===== config.mk =====
export PLATFORM = sky130hd
export DESIGN_NAME = seq_mult_8x8_flat
export DESIGN_NICKNAME = d
export VERILOG_FILES = /design/src/rtl/seq_mult_8x8_if.sv /design/src/rtl/seq_mult_8x8.sv /design/src/flat_wrapper.sv
export SDC_FILE = /design/constraint.sdc
export NUM_CORES = 1
export LEC_CHECK = 0
export CORE_UTILIZATION = 35
export CTS_BUF_LIST = sky130_fd_sc_hd__clkbuf_16
export DETAILED_ROUTE_END_ITERATION = 10
export HOLD_SLACK_MARGIN = 0.1
export MAX_ROUTING_LAYER = met4
export PLACE_DENSITY = 0.61
export SYNTH_ARGS = -nofsm -noshare
export SYNTH_HDL_FRONTEND = slang
export SYNTH_SLANG_ARGS = --single-unit

===== constraint.sdc =====
create_clock -name clk -period 6.34 [get_ports clk]
set_clock_uncertainty 0.05 [all_clocks]
set_input_delay 0.951 -clock clk [delete_from_list [all_inputs] [get_ports clk]]
set_output_delay 0.951 -clock clk [all_outputs]
set_load 0.005 [all_outputs]

===== src/rtl/seq_mult_8x8_if.sv =====
// Operand/result bundle for the sequential multiplier.
// The master side issues start with its operands; the slave side computes and reports.
interface seq_mult_8x8_if #(
    parameter int N = 8
);
    logic             start;
    logic [N-1:0]     a;
    logic [N-1:0]     b;
    logic             busy;
    logic             done;
    logic [2*N-1:0]   product;

    // Requester: drives the operation request, observes status and result
    modport master (
        output start,
        output a,
        output b,
        input  busy,
        input  done,
        input  product
    );

    // Multiplier: consumes the request, produces status and result
    modport slave (
        input  start,
        input  a,
        input  b,
        output busy,
        output done,
        output product
    );
endinterface


===== src/rtl/seq_mult_8x8.sv =====
// Unsigned N x N shift-add multiplier, one partial product per clock.
// IDLE accepts a request, RUN performs N iterations, DONE presents the
// freshly loaded product for a single cycle before returning to IDLE.
module seq_mult_8x8 #(
    parameter int N = 8
) (
    input  logic          clk,
    input  logic          rst,
    seq_mult_8x8_if.slave bus
);
    // Counter must hold 0..N-1; one spare bit keeps N=power-of-two simple.
    localparam int CW = $clog2(N) + 1;

    typedef enum logic [1:0] {
        IDLE = 2'd0,
        RUN  = 2'd1,
        DONE = 2'd2
    } state_t;

    state_t           state_q,   state_d;
    logic [N-1:0]     mcand_q,   mcand_d;
    logic [N-1:0]     mplier_q,  mplier_d;
    logic [2*N-1:0]   acc_q,     acc_d;
    logic [CW-1:0]    cnt_q,     cnt_d;
    logic [2*N-1:0]   product_q, product_d;

    // Multiplicand aligned to the current iteration's bit weight
    logic [2*N-1:0]   addend;

    // State and datapath registers; reset clears everything including the result
    always_ff @(posedge clk) begin
        if (rst) begin
            state_q   <= IDLE;
            mcand_q   <= '0;
            mplier_q  <= '0;
            acc_q     <= '0;
            cnt_q     <= '0;
            product_q <= '0;
        end else begin
            state_q   <= state_d;
            mcand_q   <= mcand_d;
            mplier_q  <= mplier_d;
            acc_q     <= acc_d;
            cnt_q     <= cnt_d;
            product_q <= product_d;
        end
    end

    // Next-state and datapath update; everything holds unless the state acts on it
    always_comb begin
        state_d   = state_q;
        mcand_d   = mcand_q;
        mplier_d  = mplier_q;
        acc_d     = acc_q;
        cnt_d     = cnt_q;
        product_d = product_q;
        addend    = {{N{1'b0}}, mcand_q} << cnt_q;

        case (state_q)
            IDLE: begin
                if (bus.start) begin
                    mcand_d  = bus.a;
                    mplier_d = bus.b;
                    acc_d    = '0;
                    cnt_d    = '0;
                    state_d  = RUN;
                end
            end
            RUN: begin
                // Accumulator is exactly 2N bits: a full product never overflows it
                if (mplier_q[0]) begin
                    acc_d = acc_q + addend;
                end
                mplier_d = mplier_q >> 1;
                cnt_d    = cnt_q + CW'(1);
                // Zero operands still walk all N iterations
                if (cnt_q == CW'(N - 1)) begin
                    product_d = acc_d;
                    state_d   = DONE;
                end
            end
            DONE: begin
                state_d = IDLE;
            end
            default: begin
                state_d = IDLE;
            end
        endcase
    end

    assign bus.busy    = (state_q != IDLE);
    assign bus.done    = (state_q == DONE);
    assign bus.product = product_q;

endmodule

===== src/flat_wrapper.sv =====
// flat-port wrapper written by rule: the top's interface ports become plain ports
module seq_mult_8x8_flat 
#(
    parameter int N = 8
)
  (clk, rst, bus_start, bus_a, bus_b, bus_busy, bus_done, bus_product);
  seq_mult_8x8_if #(.N(N)) bus_i ();
  input  logic clk;
  input  logic rst;
  input wire logic [$bits(bus_i.start)-1:0] bus_start;
  input wire logic [$bits(bus_i.a)-1:0] bus_a;
  input wire logic [$bits(bus_i.b)-1:0] bus_b;
  output wire logic [$bits(bus_i.busy)-1:0] bus_busy;
  output wire logic [$bits(bus_i.done)-1:0] bus_done;
  output wire logic [$bits(bus_i.product)-1:0] bus_product;
  assign bus_i.start = bus_start;
  assign bus_i.a = bus_a;
  assign bus_i.b = bus_b;
  assign bus_busy = bus_i.busy;
  assign bus_done = bus_i.done;
  assign bus_product = bus_i.product;
  seq_mult_8x8 #(.N(N)) u_core (.clk(clk), .rst(rst), .bus(bus_i));
endmodule

After elaboration in Yosys (flattened, before gate mapping)

Index checks and enable logic that the tools add are counted.

Bits of input ports: 19
Output and inout port bits: 18
ROM bits: 0
Memories: 0
Bits in latches: 0
Register bits: 54
Word-level logic and storage cells: 31
Memory bits (writable): 0

Multiplexer cells: 10
Add/subtract/negate cells: 2
Shift operators: 1
$lt $le $gt $ge: 0
Reduce and logical (&&, ||, !) cells: 7
Divide/modulo/power cells: 0
Bitwise gates (word level): 0
Equal/unequal tests: 5
Multipliers: 0

Operators by type and width:

| operator                                               | count |
|---|---|
| 2-to-1 mux 16 bit                                      | 2 |
| case mux 16 bit (2 select lines)                       | 1 |
| adder 16 bit                                           | 1 |
| case mux 8 bit (2 select lines)                        | 1 |
| << shifter 8 x 4 -> 16 bit                             | 1 |
| 2-to-1 mux 8 bit                                       | 1 |
| case mux 4 bit (2 select lines)                        | 1 |
| AND reduction 2 bit                                    | 4 |
| adder 4 x 1 -> 4 bit (second input constant)           | 1 |
| == test 4 x 3 -> 1 bit (second input constant)         | 1 |
| 2-to-1 mux 2 bit                                       | 2 |
| 2-to-1 mux 4 bit                                       | 1 |
| case mux 2 bit (2 select lines)                        | 1 |
| nonzero test 2 bit                                     | 2 |
| == test 2 x 1 -> 1 bit (second input constant)         | 1 |
| == test 2 bit (second input constant)                  | 1 |
| zero test 2 bit                                        | 1 |
| inequality test 2 x 1 -> 1 bit (second input constant) | 1 |
| inequality test 2 bit (second input constant)          | 1 |

Longest topological paths before layout

Gate-level depths: netlist of the first run.

Word-level depth: 4
Mapped depth: 15

Least setup slack after synthesis of the first run

Ideal clock, no wire load.

Path kind: reg-to-reg
From: reg u_core.cnt_q[1]
To: reg u_core.acc_q[10]
Setup time: 0.128 ns
Path slack: 3.288 ns
Data required time: 6.162 ns
Period minus slack after synthesis: 3.052 ns
Stages on the path, launching flop included: 15
Arrival: 2.874 ns
Path buffers: 2
Cells stage by stage: dfxtp_1 > buf_4 > clkbuf_1 > mux2i_1 > nand2_1 > o21ai_0 > o21ai_0 > nor2b_1 > ha_1 > nand2_1 > or4b_1 > o21a_1 > or3_1 > a32oi_1 > nor2_1

Word-level cells in the longest chain between the ends: 4

RTL lines:

| element                          | line               | text |
|---|---|---|
| start: declaration               | seq_mult_8x8.sv:24 | `logic [CW-1:0] cnt_q, cnt_d;` |
| start signal: assignment         | seq_mult_8x8.sv:44 | `cnt_q <= cnt_d;` |
| << shifter 8 x 4 -> 16 bit       | seq_mult_8x8.sv:57 | `addend = {{N{1'b0}}, mcand_q} << cnt_q;` |
| adder 16 bit                     | seq_mult_8x8.sv:72 | `acc_d = acc_q + addend;` |
| 2-to-1 mux 16 bit                | seq_mult_8x8.sv:71 | `if (mplier_q[0]) begin` |
| case mux 16 bit (2 select lines) | seq_mult_8x8.sv:59 | `case (state_q)` |
| end signal: assignment           | seq_mult_8x8.sv:36 | `acc_q <= '0;` |
| end signal: assignment           | seq_mult_8x8.sv:43 | `acc_q <= acc_d;` |
| end: declaration                 | seq_mult_8x8.sv:23 | `logic [2*N-1:0] acc_q, acc_d;` |

No other way between the ends.
A chain may end at the register's enable or synchronous reset.

Worst setup path after layout of the first run

From: reg u_core.cnt_q[2]
To: reg u_core.product_q[14], in the netlist u_core.bus.product[14]

Word-level cells in the longest chain between the ends: 3
Elaborated cells on any way between the ends: 5
Classes of those cells: add/sub (1); eq/ne (1); shift (1); mux (1); reduce/logical (1)

RTL lines:

| element                    | line               | text |
|---|---|---|
| << shifter 8 x 4 -> 16 bit | seq_mult_8x8.sv:57 |  |
| adder 16 bit               | seq_mult_8x8.sv:72 |  |
| 2-to-1 mux 16 bit          | seq_mult_8x8.sv:71 |  |
| end signal: assignment     | seq_mult_8x8.sv:45 | `product_q <= product_d;` |
| end: declaration           | seq_mult_8x8.sv:25 | `logic [2*N-1:0] product_q, product_d;` |

Several ways; a longest one is shown, not always the timed one.

==> results.md, run 1 <==
| Step | Item | Reported |
|---|---|---|
| logic synthesis | Cells after synthesis | 433 |
| logic synthesis | Ys async rst share | 0 |
| route | DR vias/cell | 5.40 |
| clocking | TritonCTS clock tree | done |
| setup path | Critical Path RT | 6.48 ns |
| global routing | Congestion Overflow GR | 0 |
| pwr | Reported leakage power | 1.48 nW |
| layout | Total non-filler cell area in the finished layout | 3930 um2 |
| global routing | Overall fraction of global-route tracks in use | 0.178 |
| job | Number of violations of the max-capacitance limit | 0 |
| logic synthesis | Seq/Total Area, Yosys | 0.325 |
| clocking | Number of levels the H-tree was split into | 2 |
| placed design | Total cell area at the placement stage | 3760 um2 |
| sta | Worst slew slack as a fraction of its limit | 0.345 |
| route | Mean routed wirelength per cell | 14.0 um |
| clocking | Clock root buffer | sky130_fd_sc_hd__clkbuf_16 |
| min path | Hold/Removal Path Class | reg -> reg |
| logic synthesis | Distinct cell type count after synthesis | 58 |
| logic synthesis | Post-Synthesis Net Count | 469 |
| route | Post-detailed-route count of antenna-violating nets | 0 |
| pwr | Worst-case vdd ir drop | 0.143 mV |
| logic synthesis | Number of synthesized register bits | 54 |
| setup path | Critical Path Slowest Stage Cell | sky130_fd_sc_hd__dfxtp_1 |
| sta | Hold Vio Cnt, Final | 0 |
| layout | Final antenna diode count | 0 |
| route | Number of DRC violations after detailed-routing iteration 0 | 98 |
| sta | Total Neg Setup Slack | 0 ns |
| sta | RSZ-0062 raised after global routing | false |
| sta | Slew at the pin with the worst max-slew slack | 0.978 ns |
| setup path | Ordered list of cells on the worst path | mux4_2 > mux2i_1 > nor2_1 > ha_1 > nand2_1 > or4b_1 > o21ai_0 > a31oi_1 > mux2i_1 > o221a_2 |
| global routing | Global-route wire length before repair | 13,900 um |
| clocking | CTS Sinks | 54 |
| sta | Hold Slack | 0.403 ns |
| layout | Synth-to-Final Area Change | 18.3% |
| floorplanning | Core Rows | 35 |
| global routing | Maximum number of pins on one net before global-route repair | 46 |
| sta | Final worst path period share | 0.598 |
| floorplanning | Number of I/O pins | 37 |
| clocking | Number of setup buffers added after CTS | 0 |
| setup path | Largest incremental delay on the critical path | 0.77 ns |
| status | Outcome | finished, final reports clean |
| route | Overall via count from detail_route | 3,136 |
| layout | Utilization after layout | 0.425 |
| route | Wire length reported by the detailed router | 8130 um |
| floorplanning | Die outline width | 99.5 um |
| layout | Final cell count without fillers | 581 |
| floorplanning | Overall die height | 99.5 um |
| global routing | Antenna violations before repair | 0 |
| placed design | DP HPWL | 5810 um |
| setup path | Category of the most critical setup path | reg -> reg |
| logic synthesis | Synth warn | 0 |
| clocking | CTS Hold Buffers Added | 0 |
| sta | Final critical-path setup slack | 2.55 ns |
| route | First-pass DRT Iterations | 4 |
| logic synthesis | Number of synthesized flops with an enable pin | 0 |
| setup path | Maximum fanout encountered on the critical timing path | 19 |
| clocking | Clk slew on worst S/H paths | 0.08 ns |
| floorplanning | DIE AREA | 9890 um2 |
| layout | Fill cell instance count of the final layout | 955 |
| placed design | Routability congestion estimate | 0.966 |
| placed design | Port Buffer Count | 36 |
| sta | Minimum period implied by the final worst setup slack | 3.79 ns |
| sta | Highest Clock Rate | 0.264 GHz |
| clocking | Resized cells post-CTS | 0 |
| sta | Final Max Tran Viols | 0 |
| pwr | Power density of the placed cells | 200 nW/um2 |
| setup path | Most Frequent Cell on Critical Path | sky130_fd_sc_hd__mux2i_1 |
| floorplanning | Starting density of the core | 0.360 |
| setup path | Worst EP arrival | 3.93 ns |
| layout | Total number of nets in the final design | 487 |
| sta | Final Setup Violations | 0 |
| setup path | Setup crit start kind | flop |
| logic synthesis | Combined area of all synthesized cells | 3320 um2 |
| route | # DRC | 0 |
| clocking | Buffer depth of the longest clock path | 2 |
| layout | Share of post-route cells with drive strength above 1 | 0.0531 |
| placed design | Post-Place Setup Slack | 2.61 ns |
| floorplanning | Core ar. | 9240 um2 |
| placed design | Cell count after placement | 573 |
| setup path | Type of destination of the critical path | flop |
| logic synthesis | Mean post-synth cell area | 7.68 um2 |
| clocking | Latest clock arrival within the worst-skew pair | 0.30 ns |
| pwr | Post-layout total power | 788 uW |
| logic synthesis | Synth Flop Type | sky130_fd_sc_hd__dfxtp_1 |
| clocking | Clock buffer count from CTS | 5 |
| global routing | Via count of the first global-routing pass | 2,958 |
==> per-layer routing <==
layer / track usage / vias up / wire, um
li1: - / 1589 / -
met1: 0.221 / 1468 / 3890
met2: 0.298 / 69 / 3800
met3: 0.0232 / 10 / 290
met4: 0.0645 / 0 / 153
met5: - / - / 0
==> report_power, final <==
| group | total [mW] | internal, mW | leakage (nW) | switching, mW |
|---|---|---|---|---|
| sequential | 0.360 | 0.350 | 0.439 | 0.0106 |
| clock | 0.322 | 0.189 | 0.0844 | 0.133 |
| combinational | 0.106 | 0.0420 | 0.960 | 0.0644 |
| total | 0.788 | 0.580 | 1.48 | 0.208 |
==> Yosys cell counts (3+ instances only) <==
master | number | area [um2]
sky130_fd_sc_hd__a22oi_1 | 6 | 45.0
sky130_fd_sc_hd__dfxtp_1 | 54 | 1080
sky130_fd_sc_hd__clkbuf_1 | 25 | 93.8
sky130_fd_sc_hd__a21oi_1 | 39 | 195
sky130_fd_sc_hd__nor3_1 | 13 | 65.1
sky130_fd_sc_hd__nor2b_1 | 5 | 31.3
sky130_fd_sc_hd__nand2b_1 | 6 | 37.5
sky130_fd_sc_hd__or3_1 | 3 | 18.8
sky130_fd_sc_hd__xnor2_1 | 8 | 70.1
sky130_fd_sc_hd__a211oi_1 | 11 | 82.6
sky130_fd_sc_hd__mux2i_1 | 9 | 90.1
sky130_fd_sc_hd__ha_1 | 16 | 200
sky130_fd_sc_hd__a31oi_1 | 5 | 31.3
sky130_fd_sc_hd__mux2_2 | 5 | 56.3
sky130_fd_sc_hd__o22ai_1 | 4 | 25.0
sky130_fd_sc_hd__o211ai_1 | 5 | 37.5
sky130_fd_sc_hd__nand3_1 | 16 | 80.1
sky130_fd_sc_hd__xor2_1 | 5 | 43.8
sky130_fd_sc_hd__a21o_1 | 7 | 52.6
sky130_fd_sc_hd__inv_1 | 3 | 11.3
sky130_fd_sc_hd__nor2_1 | 58 | 218
sky130_fd_sc_hd__a311oi_1 | 4 | 35.0
sky130_fd_sc_hd__nand2_1 | 58 | 218
sky130_fd_sc_hd__o21ai_0 | 24 | 120
==> critical path, delay by kind of cell, from the launching register on <==
kind / cells / cell delay [ns]
multiplexers: 3 / 1.03
AO/OA/AOI/OAI: 3 / 0.79
adder cells (fa/ha/maj): 1 / 0.35
AND/OR/NAND/NOR: 3 / 0.68
flip-flops: 1 / 0.77
==> logic make-up after synthesis <==
family,count (synthesis),share of synthesized area
AND/OR/NAND/NOR,175,0.238
adder cells (fa/ha/maj),17,0.0662
multiplexers,16,0.0576
XOR/XNOR,13,0.0342
flip-flops,54,0.325
buffers and inverters,33,0.0399
AO/OA/AOI/OAI,125,0.239
==> registers in the layout (all words and copies together), names as in the netlist <==
signal / flops
u_core.acc_q: 16
u_core.state_q: 2
u_core.mplier_q: 8
u_core.bus.product: 16
u_core.mcand_q: 8
u_core.cnt_q: 4
==> cell usage in the layout (no fill, tap or decap), types with 6 or more instances in the layout <==
master,netlist,layout
sky130_fd_sc_hd__nand3_1,16,16
sky130_fd_sc_hd__xnor2_1,8,8
sky130_fd_sc_hd__nand2b_1,6,6
sky130_fd_sc_hd__nor2_1,58,58
sky130_fd_sc_hd__a21o_1,7,7
sky130_fd_sc_hd__a211oi_1,11,11
sky130_fd_sc_hd__a22oi_1,6,6
sky130_fd_sc_hd__mux2i_1,9,9
sky130_fd_sc_hd__nand2_1,58,58
sky130_fd_sc_hd__ha_1,16,16
sky130_fd_sc_hd__nor3_1,13,13
sky130_fd_sc_hd__dfxtp_1,54,54
sky130_fd_sc_hd__a21oi_1,39,39
sky130_fd_sc_hd__o21ai_0,24,24
sky130_fd_sc_hd__clkdlybuf4s50_1,0,36
==> worst paths after layout <==
path,start,end,slack (ns),cells past startpoint
worst max-delay path,u_core.cnt_q[2],u_core.bus.product[14],2.55,10
worst min-delay path,u_core.bus.product[8],u_core.bus.product[8],0.40,2
worst max register to register,u_core.cnt_q[2],u_core.bus.product[14],2.55,10
worst min register to register,u_core.bus.product[8],u_core.bus.product[8],0.40,2
==> cell type report <==
type / instances / area [um2] / area share
inverter: 4 / 15.0 / 0.00382
tap: 129 / 161 / 0.0411
timing repair buffer: 40 / 390 / 0.0993
clock buffer: 5 / 125 / 0.0318
multi-input combinational: 346 / 2110 / 0.537
clock inverter: 3 / 47.5 / 0.0121
sequential: 54 / 1080 / 0.275
Note: power is estimated with default switching activity, not from simulation.
==> run 2: changes to the inputs <==
--- a/config.mk
+++ b/config.mk
@@ -10,7 +10,7 @@
 export DETAILED_ROUTE_END_ITERATION = 10
 export HOLD_SLACK_MARGIN = 0.1
 export MAX_ROUTING_LAYER = met4
-export PLACE_DENSITY = 0.61
+export PLACE_DENSITY = 0.63
 export SYNTH_ARGS = -nofsm -noshare
 export SYNTH_HDL_FRONTEND = slang
 export SYNTH_SLANG_ARGS = --single-unit
==> constraint.sdc (replaced) <==
create_clock -name clk -period 3.2 [get_ports clk]
set_clock_uncertainty 0.05 [all_clocks]
set_input_delay 0.48 -clock clk [delete_from_list [all_inputs] [get_ports clk]]
set_output_delay 0.48 -clock clk [all_outputs]
set_load 0.005 [all_outputs]
==> results.md, run 2 (synthesized netlist as in run 1, its figures left out) <==
| Step | Item | Reported |
|---|---|---|
| route | DR WL met3 | 351 um |
| pwr | Switching portion of total power | 0.274 |
| clocking | Number of setup buffers added after CTS | 0 |
| route | DR WL met2 | 3870 um |
| route | Mean routed wirelength per cell | 14.3 um |
| setup path | Worst EP arrival | 3.25 ns |
| route | Met1 Routed Length | 4330 um |
| layout | Final cell count without fillers | 609 |
| layout | Total number of nets in the final design | 515 |
| floorplanning | Core ar. | 9240 um2 |
| clocking | Latest clock arrival within the worst-skew pair | 0.29 ns |
| layout | Total non-filler cell area in the finished layout | 4170 um2 |
| floorplanning | DIE AREA | 9890 um2 |
| floorplanning | Core Rows | 35 |
| status | Outcome | finished, final reports clean |
| global routing | Via count of the first global-routing pass | 3,044 |
| pwr | Reported leakage power | 1.61 nW |
| pwr | Switching power total | 409 uW |
| clocking | Clock root buffer | sky130_fd_sc_hd__clkbuf_16 |
| setup path | Maximum fanout encountered on the critical timing path | 11 |
| clocking | Number of levels the H-tree was split into | 2 |
| sta | Final worst path period share | 0.956 |
| sta | Hold Slack | 0.411 ns |
| route | DR vias/cell | 5.29 |
| clocking | TritonCTS clock tree | done |
| clocking | Buffer depth of the longest clock path | 2 |
| route | # DRC | 0 |
| route | First-pass DRT Iterations | 5 |
| sta | Total Neg Setup Slack | 0 ns |
| placed design | Cell count after placement | 601 |
| floorplanning | Starting density of the core | 0.360 |
| pwr | Part of the power in the clock network | 0.360 |
| route | Post-detailed-route count of antenna-violating nets | 0 |
| sta | Final Setup Violations | 0 |
| sta | Hold Vio Cnt, Final | 0 |
| layout | Synth-to-Final Area Change | 25.3% |
| placed design | Total cell area at the placement stage | 3970 um2 |
| global routing | Antenna violations before repair | 0 |
| global routing | Global-route wire length before repair | 14,700 um |
| sta | Final Max Tran Viols | 0 |
| setup path | Type of destination of the critical path | flop |
| layout | Most frequent standard cell in the layout excluding fill and tap cells | sky130_fd_sc_hd__nand2_1 |
| setup path | Setup crit start kind | flop |
| floorplanning | Die outline width | 99.5 um |
| global routing | Overall fraction of global-route tracks in use | 0.191 |
| route | Overall via count from detail_route | 3,224 |
| placed design | Routability congestion estimate | 0.923 |
| route | Wire length reported by the detailed router | 8690 um |
| placed design | DP HPWL | 6260 um |
| min path | Hold/Removal Path Class | reg -> reg |
| sta | Worst slew slack as a fraction of its limit | 0.616 |
| sta | Highest Clock Rate | 0.327 GHz |
| sta | Minimum period implied by the final worst setup slack | 3.06 ns |
| pwr | Sequential power share | 0.476 |
| floorplanning | Number of I/O pins | 37 |
| setup path | Category of the most critical setup path | reg -> reg |
| floorplanning | Overall die height | 99.5 um |
| clocking | Clk slew on worst S/H paths | 0.07 ns |
| job | Number of violations of the max-capacitance limit | 0 |
| pwr | Internal | 1.08 mW |
| layout | Share of post-route cells with drive strength above 1 | 0.127 |
| setup path | Critical Path RT | 3.39 ns |
| pwr | Combinational fraction of design power | 0.164 |
| pwr | Power density of the placed cells | 359 nW/um2 |
| route | Top routing layer in use | met4 |
| route | Number of DRC violations after detailed-routing iteration 0 | 165 |
| clocking | CTS Sinks | 54 |
| layout | Fill cell instance count of the final layout | 897 |
| layout | Final antenna diode count | 0 |
| placed design | Port Buffer Count | 36 |
| pwr | Post-layout total power | 1.49 mW |
| clocking | Clock buffer count from CTS | 5 |
| layout | Most frequent cells in the layout | sky130_fd_sc_hd__nand2_1 (58), sky130_fd_sc_hd__nor2_1 (57), sky130_fd_sc_hd__dfxtp_1 (52), sky130_fd_sc_hd__a21oi_1 (39), sky130_fd_sc_hd__clkdlybuf4s50_1 (36) |
| sta | Slew at the pin with the worst max-slew slack | 0.576 ns |
| pwr | Worst-case vdd ir drop | 0.218 mV |
| global routing | Maximum number of pins on one net before global-route repair | 25 |
| global routing | Congestion Overflow GR | 0 |
==> run 2: path summary, 6_finish.rpt <==
check / slack (ns) / endpoint / cells after the start / from
max: 0.14 / u_core.acc_q[15] / 13 / u_core.cnt_q[1]
min: 0.41 / u_core.bus.product[8] / 2 / u_core.bus.product[8]
max reg2reg: 0.14 / u_core.acc_q[15] / 13 / u_core.cnt_q[1]
min reg2reg: 0.41 / u_core.bus.product[8] / 2 / u_core.bus.product[8]
==> run 2: power by group through the flow <==
stage | clock network, mW | registers [mW] | logic [mW]
after floorplan | 0 | 0.719 | 0.155
after global placement | 0 | 0.726 | 0.238
after detailed placement | 0 | 0.727 | 0.240
after CTS | 0.555 | 0.711 | 0.241
after global routing | 0.578 | 0.715 | 0.271
final | 0.538 | 0.711 | 0.244
==> run 2: final cells by class <==
type | instances | area [um2] | share of cell area
tap | 129 | 161 | 0.0388
clock buffer | 5 | 125 | 0.0300
clock inverter | 3 | 16.3 | 0.00391
multi-input combinational | 346 | 2150 | 0.517
sequential | 54 | 1090 | 0.261
inverter | 4 | 15.0 | 0.00360
timing repair buffer | 68 | 608 | 0.146
==> run 2: layer usage <==
metal / up-vias / track usage
li1: 1653 / -
met1: 1497 / 0.251
met2: 66 / 0.306
met3: 8 / 0.0246
met4: 0 / 0.0611
met5: - / -
==> run 2: timing repair <==
action	CTS	global route
hold buffers	0	0
hold endpoints to repair	0	0
resized for setup	0	18
endpoints found under the setup margin	0	15
==> run 2: critical path, stage by stage, from the launching register on <==
cell	delay [ns]
sky130_fd_sc_hd__dfxtp_4	0.38
sky130_fd_sc_hd__buf_6	0.15
sky130_fd_sc_hd__mux2_2	0.35
sky130_fd_sc_hd__nand2_1	0.06
sky130_fd_sc_hd__o21ai_0	0.12
sky130_fd_sc_hd__o21ai_1	0.14
sky130_fd_sc_hd__o22ai_1	0.13
sky130_fd_sc_hd__ha_1	0.30
sky130_fd_sc_hd__and2_1	0.20
sky130_fd_sc_hd__a211o_1	0.30
sky130_fd_sc_hd__a311oi_2	0.23
sky130_fd_sc_hd__nor2_2	0.11
sky130_fd_sc_hd__or4_1	0.40
sky130_fd_sc_hd__nand3_1	0.08
==> run 2: per-stage QoR <==
stage	setup WS (ns)	utilization
floorplan	0.148	-
global placement	0.0568	0.430
detailed placement	0.0355	0.430
CTS	0.0225	0.445
global route	-0.0133	0.451
finish	0.139	0.451
==> run 3: changes to the inputs <==
--- a/config.mk
+++ b/config.mk
@@ -5,8 +5,10 @@
 export SDC_FILE = /design/constraint.sdc
 export NUM_CORES = 1
 export LEC_CHECK = 0
+export CORE_MARGIN = 2
 export CORE_UTILIZATION = 35
 export CTS_BUF_LIST = sky130_fd_sc_hd__clkbuf_16
+export CTS_CLUSTER_DIAMETER = 40
 export DETAILED_ROUTE_END_ITERATION = 10
 export HOLD_SLACK_MARGIN = 0.1
 export MAX_ROUTING_LAYER = met4
==> results.md, run 3 (synthesized netlist as in run 1, its figures left out) <==
| Step | Item | Reported |
|---|---|---|
| clocking | Number of levels the H-tree was split into | 2 |
| route | Wire length reported by the detailed router | 8620 um |
| placed design | Cell count after placement | 597 |
| status | Outcome | finished, final reports clean |
| sta | Worst slew slack as a fraction of its limit | 0.369 |
| setup path | Setup crit start kind | flop |
| route | First-pass DRT Iterations | 4 |
| min path | Hold/Removal Path Class | reg -> reg |
| floorplanning | Number of I/O pins | 37 |
| route | DR vias/cell | 5.34 |
| clocking | Number of setup buffers added after CTS | 0 |
| layout | Final antenna diode count | 0 |
| global routing | Congestion Overflow GR | 0 |
| layout | Total non-filler cell area in the finished layout | 4170 um2 |
| sta | Final worst path period share | 0.960 |
| setup path | Critical Path RT | 3.39 ns |
| floorplanning | Die outline width | 101 um |
| sta | Final Max Tran Viols | 0 |
| floorplanning | Core ar. | 9240 um2 |
| route | Number of DRC violations after detailed-routing iteration 0 | 123 |
| sta | Total Neg Setup Slack | 0 ns |
| sta | Final Setup Violations | 0 |
| route | Mean routed wirelength per cell | 14.3 um |
| clocking | CTS Hold Buffers Added | 0 |
| min path | Worst Hold Path Cells | 2 |
| global routing | Antenna violations before repair | 0 |
| layout | Fill cell instance count of the final layout | 905 |
| pwr | Part of the power in the clock network | 0.397 |
| setup path | Worst EP arrival | 3.26 ns |
| pwr | Power density of the placed cells | 380 nW/um2 |
| placed design | Routability congestion estimate | 0.917 |
| sta | Highest Clock Rate | 0.325 GHz |
| sta | RSZ-0062 raised after global routing | false |
| setup path | Maximum fanout encountered on the critical timing path | 18 |
| clocking | CTS Sinks | 54 |
| setup path | Category of the most critical setup path | reg -> reg |
| pwr | Combinational fraction of design power | 0.156 |
| setup path | Worst R2R End | u_core.acc_q[15] |
| pwr | Internal | 1.17 mW |
| pwr | Reported leakage power | 1.60 nW |
| layout | Final cell count without fillers | 605 |
| setup path | Type of destination of the critical path | flop |
| placed design | Port Buffer Count | 36 |
| global routing | Global-route wire length before repair | 14,500 um |
| clocking | Buffer depth of the longest clock path | 2 |
| sta | Minimum period implied by the final worst setup slack | 3.07 ns |
| layout | Most frequent cells in the layout | sky130_fd_sc_hd__nand2_1 (58), sky130_fd_sc_hd__nor2_1 (58), sky130_fd_sc_hd__dfxtp_1 (52), sky130_fd_sc_hd__a21oi_1 (38), sky130_fd_sc_hd__clkdlybuf4s50_1 (36) |
| floorplanning | Core Rows | 35 |
| floorplanning | Starting density of the core | 0.360 |
| layout | Area taken by flip-flops and latches | 1090 um2 |
| route | Overall via count from detail_route | 3,228 |
| clocking | Clock buffer count from CTS | 5 |
| placed design | Total cell area at the placement stage | 3950 um2 |
| clocking | TritonCTS clock tree | done |
| global routing | Overall fraction of global-route tracks in use | 0.181 |
| layout | Share of post-route cells with drive strength above 1 | 0.120 |
| clocking | Clock root buffer | sky130_fd_sc_hd__clkbuf_16 |
| layout | Synth-to-Final Area Change | 25.3% |
| setup path | Internal reg-to-reg setup slack | 0.13 ns |
| sta | Hold Slack | 0.413 ns |
| sta | Hold Vio Cnt, Final | 0 |
| global routing | Via count of the first global-routing pass | 3,052 |
| setup path | Worst Reg-to-Reg Cells | 13 |
| job | Number of violations of the max-capacitance limit | 0 |
| sta | Slew at the pin with the worst max-slew slack | 0.944 ns |
| global routing | Maximum number of pins on one net before global-route repair | 29 |
| setup path | Source of the worst register-to-register timing path | u_core.cnt_q[0] |
| clocking | Latest clock arrival within the worst-skew pair | 0.30 ns |
| layout | Multi-input logic area | 2150 um2 |
| pwr | Sequential power share | 0.447 |
| min path | Hold Crit Endpoint | u_core.bus.product[8] |
| min path | Worst Hold Launch | u_core.bus.product[8] |
| floorplanning | Overall die height | 101 um |
| pwr | Switching power total | 416 uW |
| layout | Total number of nets in the final design | 511 |
| pwr | Switching portion of total power | 0.263 |
| pwr | Worst-case vdd ir drop | 0.244 mV |
| clocking | Clk slew on worst S/H paths | 0.07 ns |
| placed design | DP HPWL | 6300 um |
| route | Post-detailed-route count of antenna-violating nets | 0 |
| route | # DRC | 0 |
| floorplanning | DIE AREA | 10,300 um2 |
==> run 3: changes by cell type in the layout (fill, tap and decap cells not counted), moves of 2 or more <==
| cell | delta |
|---|---|
| sky130_fd_sc_hd__clkinv_1 | -2 |
| sky130_fd_sc_hd__o21ai_1 | +3 |
| sky130_fd_sc_hd__buf_4 | -4 |
| sky130_fd_sc_hd__clkinvlp_4 | +2 |
| sky130_fd_sc_hd__o21ai_0 | -2 |
==> run 3: worst max-delay path by stage <==
stage	from	endpoint	slack, ns
6_report	u_core.cnt_q[0]	u_core.acc_q[15]	0.13
5_1_grt	u_core.cnt_q[1]	u_core.acc_q[15]	0.008
4_1_cts	u_core.cnt_q[2]	u_core.acc_q[14]	0.009
3_5_place_dp	u_core.cnt_q[1]	u_core.acc_q[14]	0.02
3_3_place_gp	u_core.cnt_q[1]	u_core.acc_q[15]	0.09
2_1_floorplan	u_core.cnt_q[1]	u_core.acc_q[10]	0.15
==> run 3: through the flow <==
step	setup slack, ns	util	total power, mW
finish	0.127	0.451	1.58
global route	0.00845	0.451	1.65
global placement	0.0925	0.428	0.964
CTS	0.00949	0.446	1.59
floorplan	0.148	-	0.874
detailed placement	0.0205	0.428	0.968
==> run 3: repair_timing <==
action / CTS / global route
cloned: 0 / 0
pin swaps: 0 / 2
gates resized for setup: 1 / 16
endpoints found under the setup margin: 2 / 13
==> run 3: layout make-up <==
type,instances,area share
clock buffers,5,0.0300
clock inverters,3,0.0108
inverters,4,0.00360
multi-input cells,346,0.515
flip-flops and latches,54,0.261
well taps,129,0.0387
repair buffers,64,0.141
==> run 3: critical path, cell delays in order, from the launching register on <==
cell and delay (ns):
sky130_fd_sc_hd__dfxtp_1 0.36, sky130_fd_sc_hd__buf_12 0.15, sky130_fd_sc_hd__mux2_2 0.33, sky130_fd_sc_hd__nand2_1 0.09, sky130_fd_sc_hd__nor2_1 0.04, sky130_fd_sc_hd__a21oi_1 0.12, sky130_fd_sc_hd__o22ai_1 0.14, sky130_fd_sc_hd__ha_1 0.38
sky130_fd_sc_hd__and2_1 0.20, sky130_fd_sc_hd__a211o_1 0.31, sky130_fd_sc_hd__a311oi_2 0.22, sky130_fd_sc_hd__nor2_1 0.13, sky130_fd_sc_hd__or4_1 0.41, sky130_fd_sc_hd__nand3_1 0.07
==> run 3: power by group through the flow <==
| stage | Clock, mW | Combinational, mW | Sequential, mW |
|---|---|---|---|
| 2_1_floorplan | 0 | 0.155 | 0.719 |
| 3_3_place_gp | 0 | 0.241 | 0.723 |
| 3_5_place_dp | 0 | 0.244 | 0.724 |
| 4_1_cts | 0.642 | 0.245 | 0.708 |
| 5_1_grt | 0.660 | 0.276 | 0.711 |
| 6_report | 0.628 | 0.247 | 0.708 |
==> run 3: layer usage <==
layer / part of all wire / vias to the layer above / wire length, um / track usage
met4: 0.019 / 0 / 166 / 0.0520
met1: 0.48 / 1526 / 4120 / 0.223
met3: 0.028 / 11 / 243 / 0.0248
li1: - / 1639 / - / -
met2: 0.47 / 52 / 4100 / 0.308
met5: 0 / - / 0 / -
==> edit 1, RTL diff (config.mk and constraints of run 3) <==
`N` is set to 8 in 3 places; all go to 4.
--- a/src/rtl/seq_mult_8x8_if.sv
+++ b/src/rtl/seq_mult_8x8_if.sv
@@ -1,7 +1,7 @@
 // Operand/result bundle for the sequential multiplier.
 // The master side issues start with its operands; the slave side computes and reports.
 interface seq_mult_8x8_if #(
-    parameter int N = 8
+    parameter int N = 4
 );
     logic             start;
     logic [N-1:0]     a;
--- a/src/rtl/seq_mult_8x8.sv
+++ b/src/rtl/seq_mult_8x8.sv
@@ -2,7 +2,7 @@
 // IDLE accepts a request, RUN performs N iterations, DONE presents the
 // freshly loaded product for a single cycle before returning to IDLE.
 module seq_mult_8x8 #(
-    parameter int N = 8
+    parameter int N = 4
 ) (
     input  logic          clk,
     input  logic          rst,
--- a/src/flat_wrapper.sv
+++ b/src/flat_wrapper.sv
@@ -1,7 +1,7 @@
 // flat-port wrapper written by rule: the top's interface ports become plain ports
 module seq_mult_8x8_flat 
 #(
-    parameter int N = 8
+    parameter int N = 4
 )
   (clk, rst, bus_start, bus_a, bus_b, bus_busy, bus_done, bus_product);
   seq_mult_8x8_if #(.N(N)) bus_i ();
Interface: changed (resized bus_a, bus_b and bus_product); port bits go from 37 to 21. No check against the original RTL was run, so the function may have changed too.
==> edit 1 against run 3 <==
Synthesized cell count shrank 52%; area after synthesis shrank 50%; cell area shrank 51%; total power shrank 37%; sequential cell count shrank 25; routed wire length shrank 60%; setup slack gained 0.24 ns.
==> edit 1: results (changes against run 3) <==
outcome finished clean (unchanged); Unique masters post-synth 41 (was 58); Area contributors post-synth dfxtp_1 35%, ha_1 7.5%, nand2_1 6.6%, nor2_1 6.6%, a21oi_1 5.1% (was dfxtp_1 33%, nand2_1 6.5%, nor2_1 6.5%, ha_1 6.0%, a21oi_1 5.9%); Data arrival, critical path 3.00 ns (was 3.26 ns); Gate Count Post-Synth 209 (was 433); post-CTS sizing 0 (was 1); final worst setup slack 0.3673 ns (was 0.1268 ns); DP Worst Slack 0.3882 ns (was 0.02051 ns); sequential-to-total area share from yosys stat 35.02% (was 32.52%); Cells after DPL 271 (was 597); Slew @ Worst Pin 0.6394 ns (was 0.9438 ns); fin nets 246 (was 511); vias per std cell 5.186 (was 5.336); largest net degree at the start of global routing 27 (was 29); met3 WL 166 um (was 243 um); Worst Setup SP u_core.cnt_q[1] (was u_core.cnt_q[0]); Critical R2R Launch u_core.cnt_q[1] (was u_core.cnt_q[0]); share of post-route cells with drive strength above 1 4.889% (was 11.97%); global-route wire length before repair 6134 um (was 14500 um); met2 global-route usage 23.54% (was 30.77%); Clock transition at path regs 0.05 ns (was 0.07 ns); Peak VDD IR 0.2052 mV (was 0.2443 mV); Post-Syn Nets 231 (was 469); xor and xnor area share after synthesis 2.642% (was 3.425%); vias in the first global route 1328 (was 3052); Vias 1447 (was 3228); M3 GR Usage 3.867% (was 2.484%); Reg2Reg Depth 9 (was 13); mux contribution to synthesized area 4.981% (was 5.758%); Synth Area in Compound Gates 19.77% (was 23.86%); Lkg Pwr 0.7658 nW (was 1.603 nW); WHS 0.3976 ns (was 0.4126 ns); Post-synth top cells 29 x dfxtp_1, 29 x nand2_1, 29 x nor2_1 (was 58 x nand2_1, 58 x nor2_1, 54 x dfxtp_1); WL met2 1587 um (was 4095 um); post-detail-place hpwl 2527 um (was 6305 um); Routability Congestion 0.8283 (was 0.9171); WL met1 1602 um (was 4118 um); met1 usage 18.89% (was 22.28%); hold path start u_core.bus.product[1] (was u_core.bus.product[8]); placed cell area 0.001874 mm2 (was 0.003951 mm2); worst-skew pair later-pin latency 0.27 ns (was 0.30 ns)
[edit 1: changes by cell type after synthesis, moves of 5 or more]
cell	delta
nor3_1	-9
dfxtp_1	-25
a21oi_1	-22
a22oi_1	-6
a21o_1	-6
nor2_1	-29
nand3_1	-8
o21ai_0	-19
clkbuf_1	-16
mux2_2	-5
nand2_1	-29
ha_1	-6
[edit 1: power breakdown]
part	switching, mW	internal (mW)	leakage (nW)
clock	0.156	0.360	0.0826
sequential	0.0165	0.374	0.236
combinational	0.0525	0.0427	0.448
total	0.225	0.777	0.766
[edit 1: worst max-delay path, stage by stage (launching register included)]
cell and delay, ns:
dfxtp_1 0.51, mux4_2 0.58, and2_1 0.18, ha_1 0.30, o21ai_1 0.11, o211ai_2 0.21
a21oi_2 0.08, a41o_1 0.22, or4_1 0.46, nand3_1 0.07
[edit 1: cell type report]
type,instances,area (um2)
clock buffer,5,125.1
clock inverter,3,37.54
fill,499,2592
inverter,6,22.52
multi-input combinational,161,996.0
sequential,29,580.6
tap,54,67.56
timing repair buffer,21,207.7
==> edit 2, RTL diff (settings of run 3) <==
Without the edit above. `product_q` no longer has a reset.
--- a/src/rtl/seq_mult_8x8.sv
+++ b/src/rtl/seq_mult_8x8.sv
@@ -35,15 +35,17 @@
             mplier_q  <= '0;
             acc_q     <= '0;
             cnt_q     <= '0;
-            product_q <= '0;
         end else begin
             state_q   <= state_d;
             mcand_q   <= mcand_d;
             mplier_q  <= mplier_d;
             acc_q     <= acc_d;
             cnt_q     <= cnt_d;
-            product_q <= product_d;
         end
+    end
+
+    always_ff @(posedge clk) begin
+        product_q <= product_d;
     end
 
     // Next-state and datapath update; everything holds unless the state acts on it
Check against the original RTL: not equivalent (a bounded check fails within 10 cycles, from zero or initial values and one cycle with rst high; the reset may be asserted at any time).
==> edit 2 against run 3 <==
Core utilization up 1.3 points; count of clock-buffer cells in the layout rose by 1; total power down 1.0%; sequential share of layout area increased by 3.2 points; routed wire length decreased by 7.7%; setup slack lost 0.013 ns; die area is 0.65% lower; sequential cell count unchanged; cell area up 2.5%; critical path depth decreased by 2; area after synthesis is 0.68% lower; critical path type unchanged; largest cell class unchanged.
==> edit 2: results (changes against run 3) <==
fin nets 468 (was 511); hold path start u_core.mplier_q[7] (was u_core.bus.product[8]); EDFF count, synth 16 (was 0); Area contributors post-synth dfxtp_1 23%, edfxtp_1 15%, nand2_1 7.6%, ha_1 6.1%, mux2_2 5.5% (was dfxtp_1 33%, nand2_1 6.5%, nor2_1 6.5%, ha_1 6.0%, a21oi_1 5.9%); met1 usage 20.87% (was 22.28%); Post-Syn Nets 409 (was 469); met2 global-route usage 26.69% (was 30.77%); share of post-route cells with drive strength above 1 21.25% (was 11.97%); Worst Setup SP u_core.cnt_q[1] (was u_core.cnt_q[0]); global-route wire length before repair 12940 um (was 14500 um); met3 WL 297 um (was 243 um); htree depth 2 (unchanged); largest net degree at the start of global routing 28 (was 29); Starting DRT DRC Count 97 (was 123); Gate Count Post-Synth 373 (was 433); Slew HR 35.73% (was 36.85%); Synth Warn # 0 (unchanged); post-detail-place hpwl 5956 um (was 6305 um); Post-synth top cells 67 x nand2_1, 38 x dfxtp_1, 32 x a21oi_1 (was 58 x nand2_1, 58 x nor2_1, 54 x dfxtp_1); Data arrival, critical path 3.08 ns (was 3.26 ns); Unique masters post-synth 54 (was 58); WL met1 3851 um (was 4118 um); Layout fillers 882 (was 905); M3 GR Usage 2.139% (was 2.484%); Cells after DPL 534 (was 597); GRT Total Usage 16.35% (was 18.06%); post-CTS sizing 5 (was 1); outcome finished clean (unchanged); vias in the first global route 2684 (was 3052); sequential-to-total area share from yosys stat 37.59% (was 32.52%); Hold Crit Class flip-flop to flip-flop (unchanged); fin cells 544 (was 605); vias per std cell 5.270 (was 5.336); Routed WL 7957 um (was 8623 um); WL met2 3744 um (was 4095 um); worst-skew pair later-pin latency slightly below 0.3 ns; Reg2Reg Depth 11 (was 13); Lkg Pwr 1.750 nW (was 1.603 nW); Routability Congestion 0.9084 (was 0.9171); Max FO, Critical Path 6 (was 18); initial antenna violation count 0 (unchanged); Ant. Diodes 0 (unchanged); Peak VDD IR 0.1989 mV (was 0.2443 mV)
==> edit 2: worst paths after layout <==
check	slack, ns	end
worst max-delay path	0.11	u_core.bus.product[10]
worst min-delay path	0.42	u_core.mplier_q[7]
worst max register to register	0.11	u_core.bus.product[10]
worst min register to register	0.42	u_core.mplier_q[7]
==> edit 2: final cells by class <==
class / instances / share of cell area [%]
Clock buffer: 6 / 3.516
Inverter: 6 / 0.5274
Sequential cell: 54 / 29.24
Tap cell: 111 / 3.252
Timing Repair Buffer: 76 / 15.47
Clock inverter: 2 / 0.3223
Multi-Input combinational cell: 289 / 47.67
==> edit 2: through the flow <==
stage / worst slack [ns] / hold WS, ns / cell area, um2
finish: 0.1140 / 0.4232 / 4270
global route: -0.02165 / 0.4565 / 4270
CTS: 0.001336 / 0.4222 / 4167
detailed placement: -0.1169 / 0.4122 / 3980
global placement: -0.01335 / 0.4049 / 3980
floorplan: 0.04495 / 0.3983 / 3303
==> edit 2: where the power goes <==
| part | switching, mW | internal (mW) |
|---|---|---|
| sequential | 0.0194 | 0.720 |
| combinational | 0.128 | 0.110 |
| clock | 0.250 | 0.339 |
==> edit 2: cell families after synthesis <==
family	share of synthesized area, %
and+or+nand+nor	19.06
AOI/OAI and AO/OA	20.46
DFF	37.59
xor gates and xnor gates	3.676
adders and majority gates	6.669
buffers and inverters	3.903
muxes	8.640
==> edit 2: worst max-delay path, stage by stage (launching register included) <==
cell and delay, ns:
dfxtp_4 0.36, buf_4 0.14, mux2i_1 0.14, a21oi_1 0.22, nor3b_1 0.30, ha_1 0.36
and3_1 0.23, a221oi_4 0.33, o31ai_4 0.14, buf_4 0.16, xor2_1 0.14, mux2_2 0.27
